--- config.mk ---
export PLATFORM = sky130hd
export DESIGN_NAME = iddr_align_ctrl
export DESIGN_NICKNAME = d
export VERILOG_FILES = /design/src/rtl/iddr_align_ctrl.sv
export SDC_FILE = /design/constraint.sdc
export NUM_CORES = 1
export LEC_CHECK = 0
export ABC_AREA = 1
export CAP_MARGIN = 30
export CORE_MARGIN = 3
export CORE_UTILIZATION = 40
export CTS_BUF_LIST = sky130_fd_sc_hd__clkbuf_4 sky130_fd_sc_hd__clkbuf_8
export CTS_CLUSTER_SIZE = 25
export DETAILED_ROUTE_END_ITERATION = 10
export PLACE_DENSITY_LB_ADDON = 0.15
export REMOVE_ABC_BUFFERS = 1
export SETUP_SLACK_MARGIN = 0.15
export SLEW_MARGIN = 20
export SYNTH_ARGS = -nofsm -noshare
export SYNTH_HDL_FRONTEND = slang
export SYNTH_SLANG_ARGS = --single-unit
export TNS_END_PERCENT = 50
--- constraint.sdc ---
create_clock -name SCLK -period 5.33 [get_ports SCLK]
set_clock_uncertainty 0.15 [all_clocks]
set_input_delay 0.533 -clock SCLK [delete_from_list [all_inputs] [get_ports SCLK]]
set_output_delay 0.533 -clock SCLK [all_outputs]
set_load 0.005 [all_outputs]
--- src/rtl/iddr_align_ctrl.sv ---
`timescale 1ns/1ps
`default_nettype none
// ============================================================================
// Module   : iddr_align_ctrl
// Brief    : IDDR training sequencer; sweeps {SWAP,DDRCLKPOL} until lock.
// Revision : 1.0 - initial release
// ============================================================================
module iddr_align_ctrl #(
    parameter logic PAT_A      = 1'b1,
    parameter logic PAT_B      = 1'b0,
    parameter int   RST_CYC    = 2,
    parameter int   SETTLE_CYC = 4,
    parameter int   MATCH_CNT  = 16,
    parameter int   MAX_TRIES  = 3
) (
    input  logic SCLK,
    input  logic RSTN,
    input  logic START,
    input  logic QA,
    input  logic QB,
    output logic DDRCLKPOL,
    output logic IDDR_RST,
    output logic IDDR_CE,
    output logic SWAP,
    output logic BUSY,
    output logic LOCKED,
    output logic FAIL
);

    localparam int c_MAX_CYC = (RST_CYC > SETTLE_CYC)
                             ? ((RST_CYC > MATCH_CNT) ? RST_CYC : MATCH_CNT)
                             : ((SETTLE_CYC > MATCH_CNT) ? SETTLE_CYC : MATCH_CNT);
    localparam int c_CNT_W = $clog2(c_MAX_CYC) + 1;
    localparam int c_TRY_W = $clog2(MAX_TRIES + 1);

    localparam logic [c_CNT_W-1:0] c_RST_LAST   = c_CNT_W'(RST_CYC - 1);
    localparam logic [c_CNT_W-1:0] c_SET_LAST   = c_CNT_W'(SETTLE_CYC - 1);
    localparam logic [c_CNT_W-1:0] c_MATCH_LAST = c_CNT_W'(MATCH_CNT - 1);
    localparam logic [c_TRY_W-1:0] c_TRY_LAST   = c_TRY_W'(MAX_TRIES - 1);

    typedef enum logic [2:0] {
        S_IDLE   = 3'd0,
        S_RESET  = 3'd1,
        S_SETTLE = 3'd2,
        S_CHECK  = 3'd3,
        S_NEXT   = 3'd4,
        S_LOCK   = 3'd5,
        S_FAILED = 3'd6
    } state_t;

    state_t               r_state, w_state_nx;
    logic [c_CNT_W-1:0]   r_cnt, w_cnt_nx;
    logic [1:0]           r_cfg, w_cfg_nx;
    logic [c_TRY_W-1:0]   r_tries, w_tries_nx;
    logic                 r_iddr_rst, r_iddr_ce, r_busy, r_locked, r_fail;
    logic                 w_iddr_rst_nx, w_iddr_ce_nx, w_busy_nx, w_locked_nx, w_fail_nx;
    logic                 w_ea, w_eb, w_good;

    // cfg[1] is the lane swap: downstream sees QB as the first-in-time bit
    assign w_ea   = r_cfg[1] ? QB : QA;
    assign w_eb   = r_cfg[1] ? QA : QB;
    assign w_good = (w_ea === PAT_A) && (w_eb === PAT_B);

    always_comb begin
        w_state_nx = r_state;
        w_cnt_nx   = r_cnt;
        w_cfg_nx   = r_cfg;
        w_tries_nx = r_tries;
        case (r_state)
            S_IDLE, S_LOCK, S_FAILED: begin
                if (START) begin
                    w_state_nx = S_RESET;
                    w_cnt_nx   = '0;
                    w_cfg_nx   = 2'd0;
                    w_tries_nx = '0;
                end
            end
            S_RESET: begin
                if (r_cnt == c_RST_LAST) begin
                    w_state_nx = S_SETTLE;
                    w_cnt_nx   = '0;
                end else begin
                    w_cnt_nx = r_cnt + 1'b1;
                end
            end
            S_SETTLE: begin
                if (r_cnt == c_SET_LAST) begin
                    w_state_nx = S_CHECK;
                    w_cnt_nx   = '0;
                end else begin
                    w_cnt_nx = r_cnt + 1'b1;
                end
            end
            S_CHECK: begin
                if (!w_good) begin
                    w_state_nx = S_NEXT;
                    w_cnt_nx   = '0;
                end else if (r_cnt == c_MATCH_LAST) begin
                    w_state_nx = S_LOCK;
                    w_cnt_nx   = '0;
                end else begin
                    w_cnt_nx = r_cnt + 1'b1;
                end
            end
            S_NEXT: begin
                w_state_nx = S_RESET;
                if (r_cfg != 2'd3) begin
                    w_cfg_nx = r_cfg + 2'd1;
                end else begin
                    w_cfg_nx   = 2'd0;
                    w_tries_nx = r_tries + 1'b1;
                    if (r_tries == c_TRY_LAST) begin
                        w_state_nx = S_FAILED;
                    end
                end
            end
            default: begin
                w_state_nx = S_IDLE;
            end
        endcase
    end

    // Outputs are decoded from the upcoming state so they register with it
    always_comb begin
        w_iddr_rst_nx = 1'b1;
        w_iddr_ce_nx  = 1'b0;
        w_busy_nx     = 1'b0;
        w_locked_nx   = 1'b0;
        w_fail_nx     = 1'b0;
        case (w_state_nx)
            S_RESET, S_NEXT: begin
                w_busy_nx = 1'b1;
            end
            S_SETTLE, S_CHECK: begin
                w_iddr_rst_nx = 1'b0;
                w_iddr_ce_nx  = 1'b1;
                w_busy_nx     = 1'b1;
            end
            S_LOCK: begin
                w_iddr_rst_nx = 1'b0;
                w_iddr_ce_nx  = 1'b1;
                w_locked_nx   = 1'b1;
            end
            S_FAILED: begin
                w_fail_nx = 1'b1;
            end
            default: begin
                w_iddr_rst_nx = 1'b1;
            end
        endcase
    end

    always_ff @(posedge SCLK or negedge RSTN) begin
        if (!RSTN) begin
            r_state    <= S_IDLE;
            r_cnt      <= '0;
            r_cfg      <= 2'd0;
            r_tries    <= '0;
            r_iddr_rst <= 1'b1;
            r_iddr_ce  <= 1'b0;
            r_busy     <= 1'b0;
            r_locked   <= 1'b0;
            r_fail     <= 1'b0;
        end else begin
            r_state    <= w_state_nx;
            r_cnt      <= w_cnt_nx;
            r_cfg      <= w_cfg_nx;
            r_tries    <= w_tries_nx;
            r_iddr_rst <= w_iddr_rst_nx;
            r_iddr_ce  <= w_iddr_ce_nx;
            r_busy     <= w_busy_nx;
            r_locked   <= w_locked_nx;
            r_fail     <= w_fail_nx;
        end
    end

    assign DDRCLKPOL = r_cfg[0];
    assign SWAP      = r_cfg[1];
    assign IDDR_RST  = r_iddr_rst;
    assign IDDR_CE   = r_iddr_ce;
    assign BUSY      = r_busy;
    assign LOCKED    = r_locked;
    assign FAIL      = r_fail;

endmodule
`default_nettype wire

==> results.sh <==
export IMPL_maxSlewViolCount=0
export IMPL_dp_slack_ps=3190
export IMPL_synth_simple_gate_area_share_pct=32.9
export IMPL_start_util_pct=42.3
export IMPL_cts_sinks=17
export IMPL_synth_seq_cells=17
export IMPL_max_cap_violations=0
export IMPL_setup_worst_path_end_class="primary output"
export IMPL_synth_compound_area_share_pct=6.86
export IMPL_grt_pass1_vias=906
export IMPL_synth_top_area_share_pct=37.9
export IMPL_postRouteAntennaNets=0
export IMPL_synth_adder_area_share_pct=7.10
export IMPL_grt_util_all_layers_pct=14.2
export IMPL_crit_path_cell_trace="clkdlybuf4s50_1"
export IMPL_slowest_delay_ps=520
export IMPL_cts_tree="yes"
export IMPL_grt_pass1_wl_mm=3.71
export IMPL_grt_setup_unrepaired="false"
export IMPL_synth_distinct_cells=28
export IMPL_die_area_mm2=0.00330
export IMPL_ctsResizeCount=0
export IMPL_yosys_warnings=0
export IMPL_final_nets=164
export IMPL_first_pass_iters=4
export IMPL_vdd_drop_max_mv=0.224
export IMPL_antenna_found_initial=0
export IMPL_syn2layout_area_growth_pct=15.7
export IMPL_clk_pin_slew_ps=100
export IMPL_relSlewSlack_pct=49.2
export IMPL_startpoint_type="register"
export IMPL_p_int_w=0.000325
export IMPL_synth_top_family_by_area="simple AND/OR/NAND/NOR gates"
export IMPL_hpwl_mm=1.63
export IMPL_row_count=18
export IMPL_mostFrequentLayoutCell="nand2_1"
export IMPL_syn_cell_area_mm2=0.00106
export IMPL_worst_path_max_fanout=1
export IMPL_period_share_pct=37.3
export IMPL_synthMuxAreaShare_pct=0.947
export IMPL_crit_family="flip-flops"
export IMPL_wire_per_inst_um=11.4
export IMPL_syn_inst=138
export IMPL_pwr_share_comb_pct=50.3
export IMPL_grt_max_degree=18
export IMPL_fillers=247
export IMPL_htree_levels=1
export IMPL_synthTopCellsByArea="dfrtp_1 (38%), nand2_1 (12%), ha_1 (7.1%)"
export IMPL_drc=0
export IMPL_synth_seq_area_share_pct=40.4
export IMPL_ioPinCount=12
export IMPL_cts_buffer_depth=2
export IMPL_cts_post_setup_buffers_inserted=0
export IMPL_power_switching_w=0.000256
export IMPL_synth_area_leader_cell="dfrtp_1"
export IMPL_period_minus_slack_ps=1990
export IMPL_crit_type="register to primary output"
export IMPL_layout_setup_ws_ps=3340
export IMPL_status="finished clean"
export IMPL_cts_inserted_buffers=3
export IMPL_drt_initial_drc_count=18
export IMPL_ctsHoldBuffers=0
export IMPL_p_leak_nw=0.613
export IMPL_die_h_um=57.4
export IMPL_crit_required_ps=4650
export IMPL_portBuffers=11
export IMPL_async_flop_share_pct=100
export IMPL_holdCritPathClass="register to register"
export IMPL_stdcell_area_mm2=0.00122
export IMPL_netSwitchingFraction_pct=44.1
export IMPL_gp_congestion=0.813
export IMPL_most_common_layout_cells="nand2_1 (33), inv_1 (19), dfrtp_1 (16), nor2_1 (16), clkdlybuf4s50_1 (11)"
export IMPL_cellPowerDensity_mw_per_mm2=475
export IMPL_clk_latency_ps=290
export IMPL_cp_num_buf_inv=1
export IMPL_core_area_mm2=0.00250
export IMPL_max_freq_mhz=503
export IMPL_cp_arrival_ps=1300
export IMPL_tightest_slew_ps=760
export IMPL_clockPowerShare_pct=13.1
export IMPL_synth_enable_flop_cells=0
export IMPL_cts_root_buf="clkbuf_4"
export IMPL_critPathSlowestCell="dfstp_2"
export IMPL_tns_ps=0
export IMPL_grt_overflow=0
export IMPL_vias_per_cell=4.90
export IMPL_ff_latch_area_um2=427
export IMPL_drive_above_1_share_pct=13.8
export IMPL_n_antenna_cell=0
export IMPL_multi_input_area_um2=523
export IMPL_die_width_um=57.4
export IMPL_vias=891
export IMPL_finalWirelength_mm=2.07
export IMPL_seqPwrFrac_pct=36.7
export IMPL_ys_flop_type="dfrtp_1"
export IMPL_synth_xor_area_share_pct=1.66
export IMPL_dpl_cell_area_mm2=0.00119
export IMPL_final_hold_violation_count=0
export IMPL_synth_avg_cell_area_um2=7.66
export IMPL_setup_violations=0
-- cell type report --
class | instances | share of cell area, %
tap | 30 | 3.07
multi-input combinational | 95 | 42.7
timing repair buffer | 11 | 9.00
clock buffer | 4 | 2.45
sequential | 17 | 34.9
inverter | 25 | 7.87
-- through the flow --
stage	utilization (%)	std cells	total power [W]	hold slack, ps
2_1_floorplan	-	137	0.000416	87.4
3_3_place_gp	47.7	178	0.000501	308
3_5_place_dp	47.7	178	0.000508	325
4_1_cts	48.9	182	0.000586	348
5_1_grt	48.9	182	0.000639	397
6_report	48.9	182	0.000581	345
-- kinds of logic (layout without fill, tap and decap cells) --
| logic type | count (synthesis) | after routing |
|---|---|---|
| compound gates | 12 | 12 |
| xor+xnor | 2 | 2 |
| fa+ha+maj | 6 | 6 |
| buf+inv | 26 | 40 |
| flops | 17 | 17 |
| mux | 1 | 1 |
| simple gates | 74 | 74 |
-- worst min-delay path: stages, from the launching register on --
cell     delay [ps]
dfrtp_1         360
nand2_1          50
nand2_1          50
-- power by group through the flow --
stage,clock network [W],logic [W],registers (W)
CTS,0.0000794,0.000294,0.000213
finish,0.0000760,0.000292,0.000213
floorplan,0,0.000207,0.000209
global route,0.0000819,0.000335,0.000221
detailed placement,0,0.000292,0.000215
global placement,0,0.000288,0.000214
-- worst paths after layout --
path	from	endpoint	slack, ps	cells after the start
max in group asynchronous	RSTN	r_cfg[0]$_DFFE_PN0P_	4030	1
worst max-delay path	IDDR_RST$_DFF_PN1_	IDDR_RST	3340	1
min in group asynchronous	RSTN	r_cnt[4]$_DFFE_PN0P_	530	1
worst min register to register	r_tries[0]$_DFFE_PN0P_	r_tries[0]$_DFFE_PN0P_	350	2
worst max register to register	r_cnt[0]$_DFFE_PN0P_	BUSY$_DFF_PN0_	3380	11
worst min-delay path	r_tries[0]$_DFFE_PN0P_	r_tries[0]$_DFFE_PN0P_	350	2
-- metal layers --
layer  vias to the layer above  part of all wire (%)  routed length, µm  track usage [%]
met1                       404                    49               1020             19.3
met3                         5                   4.5                 94             2.94
met2                        17                    44                914             21.5
met4                         0                   1.9                 39             6.62
li1                        465                     -                  -                -
met5                         -                     0                  0                0
-- Yosys cell counts, types with 2 or more instances --
cell	number
o21ai_1	2
nor2_1	16
o21ai_0	4
inv_1	19
nand3_1	7
nand2_1	33
dfrtp_1	16
o22ai_1	2
nand2_2	5
nand4_1	6
inv_2	5
ha_1	6
nand3_2	2
-- sequential cells by signal, indices dropped and copies added (netlist names) --
signal    cells
IDDR_RST      1
r_state       3
FAIL          1
LOCKED        1
r_cnt         5
IDDR_CE       1
r_cfg         2
BUSY          1
r_tries       2
(Power assumes the default switching activity.)
==> RTL change 1, RTL diff (config.mk and constraints unchanged) <==
Change the parameter `SETTLE_CYC` from 4 to 8.
--- a/src/rtl/iddr_align_ctrl.sv
+++ b/src/rtl/iddr_align_ctrl.sv
@@ -10,5 +10,5 @@
     parameter logic PAT_B      = 1'b0,
     parameter int   RST_CYC    = 2,
-    parameter int   SETTLE_CYC = 4,
+    parameter int   SETTLE_CYC = 8,
     parameter int   MATCH_CNT  = 16,
     parameter int   MAX_TRIES  = 3
Function: changed (Yosys sat finds a counterexample within 10 cycles, from zero or initial values and one cycle with RSTN low).
==> RTL change 1 against the unedited design <==
- routed wire length is essentially flat
- synthesized area grew 2.6%
- sequential share of layout area shrank 1.0 points
- combinational power grew 8.6%
- design area grew 3.0%
- sequential cell count is the same
- power grew 3.9%
- setup slack lost 0.011 ns
- largest power group unchanged
==> RTL change 1: results (changes against the unedited design) <==
status finished clean (unchanged); DR iter-0 viols 21 (was 18); Seq/Total Area, Yosys 39.3% (was 40.4%); All-Layer GR Usage 14.2% (about the same); first-pass GRT wire length 3.64 mm (was 3.71 mm); CP top delay family flip-flops (unchanged); placed insts 187 (was 178); Inserted Diodes 0 (unchanged); nets 173 (was 164); cts repair resizes 0 (unchanged); # fillers 270 (was 247); post-synthesis cell type count 23 (was 28); vias per std cell 4.90 (about the same); fraction of layout cells with a size suffix above 1 16.8% (was 13.8%); Ys Warns 0 (unchanged); Slew @ Worst Pin 0.794 ns (was 0.760 ns); final WL 2.07 mm (about the same); WP data arrival 1.31 ns; static leakage 0.000659 uW (was 0.000613 uW); wire length per cell 10.8 microns (was 11.4 microns); worst r2r path cells 12 (was 11); worst-path fanout max 1 (unchanged); Synth area leaders dfrtp_1, nand2_1, inv_1 (was dfrtp_1, nand2_1, ha_1); vias in the first global route 848 (was 906); maximum vdd drop 0.290 mV (was 0.224 mV); Cells after Synth 146 (was 138); RR Endpoint IDDR_CE$_DFF_PN0_ (was BUSY$_DFF_PN0_); Post-synth top cells nand2_1, inv_1, dfrtp_1, nor2_1, nand3_1 (unchanged); R2R setup slack 3.42 ns (was 3.38 ns); hold_ws 0.341 ns (was 0.345 ns); GPL Wtd Cong 0.793 (was 0.813); Final HPWL DP 1.64 mm (was 1.63 mm); HP Start r_tries[0]$_DFFE_PN0P_ (unchanged); Pre-antenna DRT Iters 2 (was 4)
-- RTL change 1: changes by cell type after synthesis, moves of 2 or more --
| cell | delta |
|---|---|
| o21ai_2 | +2 |
| nand2_1 | -2 |
| o22ai_1 | -2 |
| inv_2 | +2 |
| nand3_1 | +4 |
| nor2_2 | +3 |
| inv_1 | +4 |
-- RTL change 1: kinds of logic (layout without fill, tap and decap cells) --
family	after synthesis	count (layout)	share of synthesized area, %
AO/OA/AOI/OAI	15	15	8.54
buffers and inverters	30	45	10.4
XOR/XNOR	1	1	0.808
AND/OR/NAND/NOR	77	77	34.0
adder cells (fa/ha/maj)	6	6	6.92
flip-flops	17	17	39.3
-- RTL change 1: power breakdown --
part / switching, uW / internal, uW / leakage [uW]
Sequential: 40.7 / 173 / 0.000222
Clock: 45.4 / 27.9 / 0.0000177
Combinational: 192 / 124 / 0.000419
Total: 278 / 325 / 0.000659
-- RTL change 1: worst max path at each step --
stage	startpoint	to	slack [ns]	depth (start not counted)
after floorplan	r_cnt[0]$_DFFE_PN0P_	BUSY$_DFF_PN0_	3.60	12
after global placement	QA	IDDR_CE$_DFF_PN0_	3.22	10
after detailed placement	QA	IDDR_CE$_DFF_PN0_	3.20	10
after CTS	IDDR_RST$_DFF_PN1_	IDDR_RST	3.31	1
after global routing	r_cnt[0]$_DFFE_PN0P_	BUSY$_DFF_PN0_	3.24	11
final	IDDR_RST$_DFF_PN1_	IDDR_RST	3.33	1
-- RTL change 1: routing by layer --
layer  vias to the layer above  track usage, %  part of all wire (%)
met2                        11            21.9                    44
li1                        491               -                     -
met4                         0            6.95                   1.3
met1                       429            18.9                    51
met5                         -               0                     0
met3                         4            2.67                   3.7
-- RTL change 1: metrics by stage --
stage	setup slack, ns	power (uW)	instance area [sq um]
detailed placement	3.20	536	1230
global placement	3.22	531	1230
finish	3.33	604	1260
floorplan	3.60	439	1080
CTS	3.31	613	1260
global route	3.24	668	1260
-- RTL change 1: layout make-up --
cell class	count	share of cell area, %
multi-input cells	99	43.3
flip-flops and latches	17	33.9
inverters	30	8.94
repair buffers	11	8.74
well taps	30	2.98
clock buffers	3	1.79
clock inverters	1	0.397
==> RTL change 2, RTL diff (config.mk and constraints unchanged) <==
Made on the original files. Encoding of `state_t`: now one-hot (7 bits for 7 states).
--- a/src/rtl/iddr_align_ctrl.sv
+++ b/src/rtl/iddr_align_ctrl.sv
@@ -39,12 +39,12 @@
     localparam logic [c_TRY_W-1:0] c_TRY_LAST   = c_TRY_W'(MAX_TRIES - 1);
 
-    typedef enum logic [2:0] {
-        S_IDLE   = 3'd0,
-        S_RESET  = 3'd1,
-        S_SETTLE = 3'd2,
-        S_CHECK  = 3'd3,
-        S_NEXT   = 3'd4,
-        S_LOCK   = 3'd5,
-        S_FAILED = 3'd6
+    typedef enum logic [6:0] {
+        S_IDLE   = 7'b0000001,
+        S_RESET  = 7'b0000010,
+        S_SETTLE = 7'b0000100,
+        S_CHECK  = 7'b0001000,
+        S_NEXT   = 7'b0010000,
+        S_LOCK   = 7'b0100000,
+        S_FAILED = 7'b1000000
     } state_t;
 
Check against the original RTL: same outputs for any inputs over 10 cycles, from zero or initial values and one cycle with RSTN low; not proved beyond that.
==> RTL change 2 against the unedited design <==
- design area up 31%
- synthesized area up 31%
- power fell by 17%
- count of clock-buffer cells in the layout unchanged
- sequential cell count grew 4
- routed wire length increased by 43%
- maximum frequency down 1.2%
- global-route usage is 1.5 points higher
- setup slack worse by 0.023 ns
- critical path type unchanged
- critical endpoint unchanged
- highest routed layer unchanged
==> RTL change 2: results (changes against the unedited design) <==
status finished clean (unchanged); maximum vdd drop 0.182 mV (was 0.224 mV); GPL Wtd Cong 0.868 (was 0.813); Reg clk slew, reported paths 0.12 ns (was 0.10 ns); Mean Syn Cell Area 7.34 sq um (was 7.66 sq um); final WL 2.95 mm (was 2.07 mm); met1 GRT Util 20.9% (was 19.3%); Pre-antenna DRT Iters 4 (unchanged); # fillers 337 (was 247); I/O Buffers 11 (unchanged); met3 usage 3.81% (was 2.94%); pin count of the biggest net entering global routing 22 (was 18); Max clock buf depth 2 (unchanged); met3 WL 117 microns (was 94 microns); Final HPWL DP 2.23 mm (was 1.63 mm); metal1 wirelength 1.49 mm (was 1.02 mm); clk_lat worst skew 0.31 ns (was 0.29 ns); vias in the first global route 1163 (was 906); fraction of layout cells with a size suffix above 1 17.1% (was 13.8%); placed insts 244 (was 178); Post-Place Worst Slack 3.34 ns (was 3.19 ns); Slew @ Worst Pin 0.402 ns (was 0.760 ns); met2 Resource Use GR 25.8% (was 21.5%); WP data arrival 1.33 ns (was 1.30 ns); metal2 WL 1.33 mm (was 914 microns); static leakage 0.000858 uW (was 0.000613 uW); post-synthesis cell type count 21 (was 28); worst-path fanout max 1 (unchanged); Synth area leaders dfrtp_1, nand2_1, nand3_1 (was dfrtp_1, nand2_1, ha_1); first-pass GRT wire length 5.17 mm (was 3.71 mm); vias after detailed routing 1212 (was 891); nets 217 (was 164); largest reg by FF count r_state (was r_cnt); Post-synth top cells nand2_1, nand3_1, nor2_1, inv_1, dfrtp_1 (was nand2_1, inv_1, dfrtp_1, nor2_1, nand3_1); vias per std cell 4.87 (was 4.90); DR iter-0 viols 67 (was 18); All-Layer GR Usage 15.7% (was 14.2%); top flop regs r_state x7, r_cnt x5 (was r_cnt x5, r_state x3); Seq/Total Area, Yosys 38.1% (was 40.4%)
RTL change 2: cell count changes after synthesis, moves of 3 or more:
cell,unedited run,this run
nand3_1,7,32
nand2_1,33,48
nor2_1,16,23
nand2_4,0,4
nor2_4,1,5
dfrtp_1,16,19
nand4_1,6,3
nor2_2,1,4
RTL change 2: kinds of logic after synthesis:
family | share of synthesized area, %
AOI/OAI and AO/OA | 3.25
adders and majority gates | 5.41
buffers and inverters | 6.76
DFF | 38.1
and+or+nand+nor | 46.5
RTL change 2: report_power, final:
part	total [uW]	switching, uW	internal (uW)
registers	200	15.5	184
clock network	82.3	48.0	34.3
logic	202	126	75.7
RTL change 2: layout make-up:
cell class / instances / share of cell area (%)
multi-input cells: 143 / 47.9
clock buffers: 4 / 1.88
well taps: 44 / 3.45
inverters: 25 / 5.87
flip-flops and latches: 21 / 33.0
repair buffers: 12 / 7.83
RTL change 2: worst paths after layout:
kind | startpoint | to | slack, ns | cells after the start
max reg2reg | r_cnt[0]$_DFFE_PN0P_ | BUSY$_DFF_PN0_ | 3.40 | 9
min in group asynchronous | RSTN | LOCKED$_DFF_PN0_ | 0.35 | 1
min | r_tries[1]$_DFFE_PN0P_ | r_tries[1]$_DFFE_PN0P_ | 0.34 | 2
min reg2reg | r_tries[1]$_DFFE_PN0P_ | r_tries[1]$_DFFE_PN0P_ | 0.34 | 2
max in group asynchronous | RSTN | r_state[0]$_DFF_PN1_ | 4.15 | 2
max | IDDR_RST$_DFF_PN1_ | IDDR_RST | 3.32 | 1
RTL change 2: stage by stage:
step	utilization [%]	cell area, sq um	power, uW
after floorplan	-	1390	349
after global placement	48.9	1550	401
after detailed placement	48.9	1550	403
after CTS	49.8	1580	489
after global routing	50.3	1600	518
final	50.3	1600	484
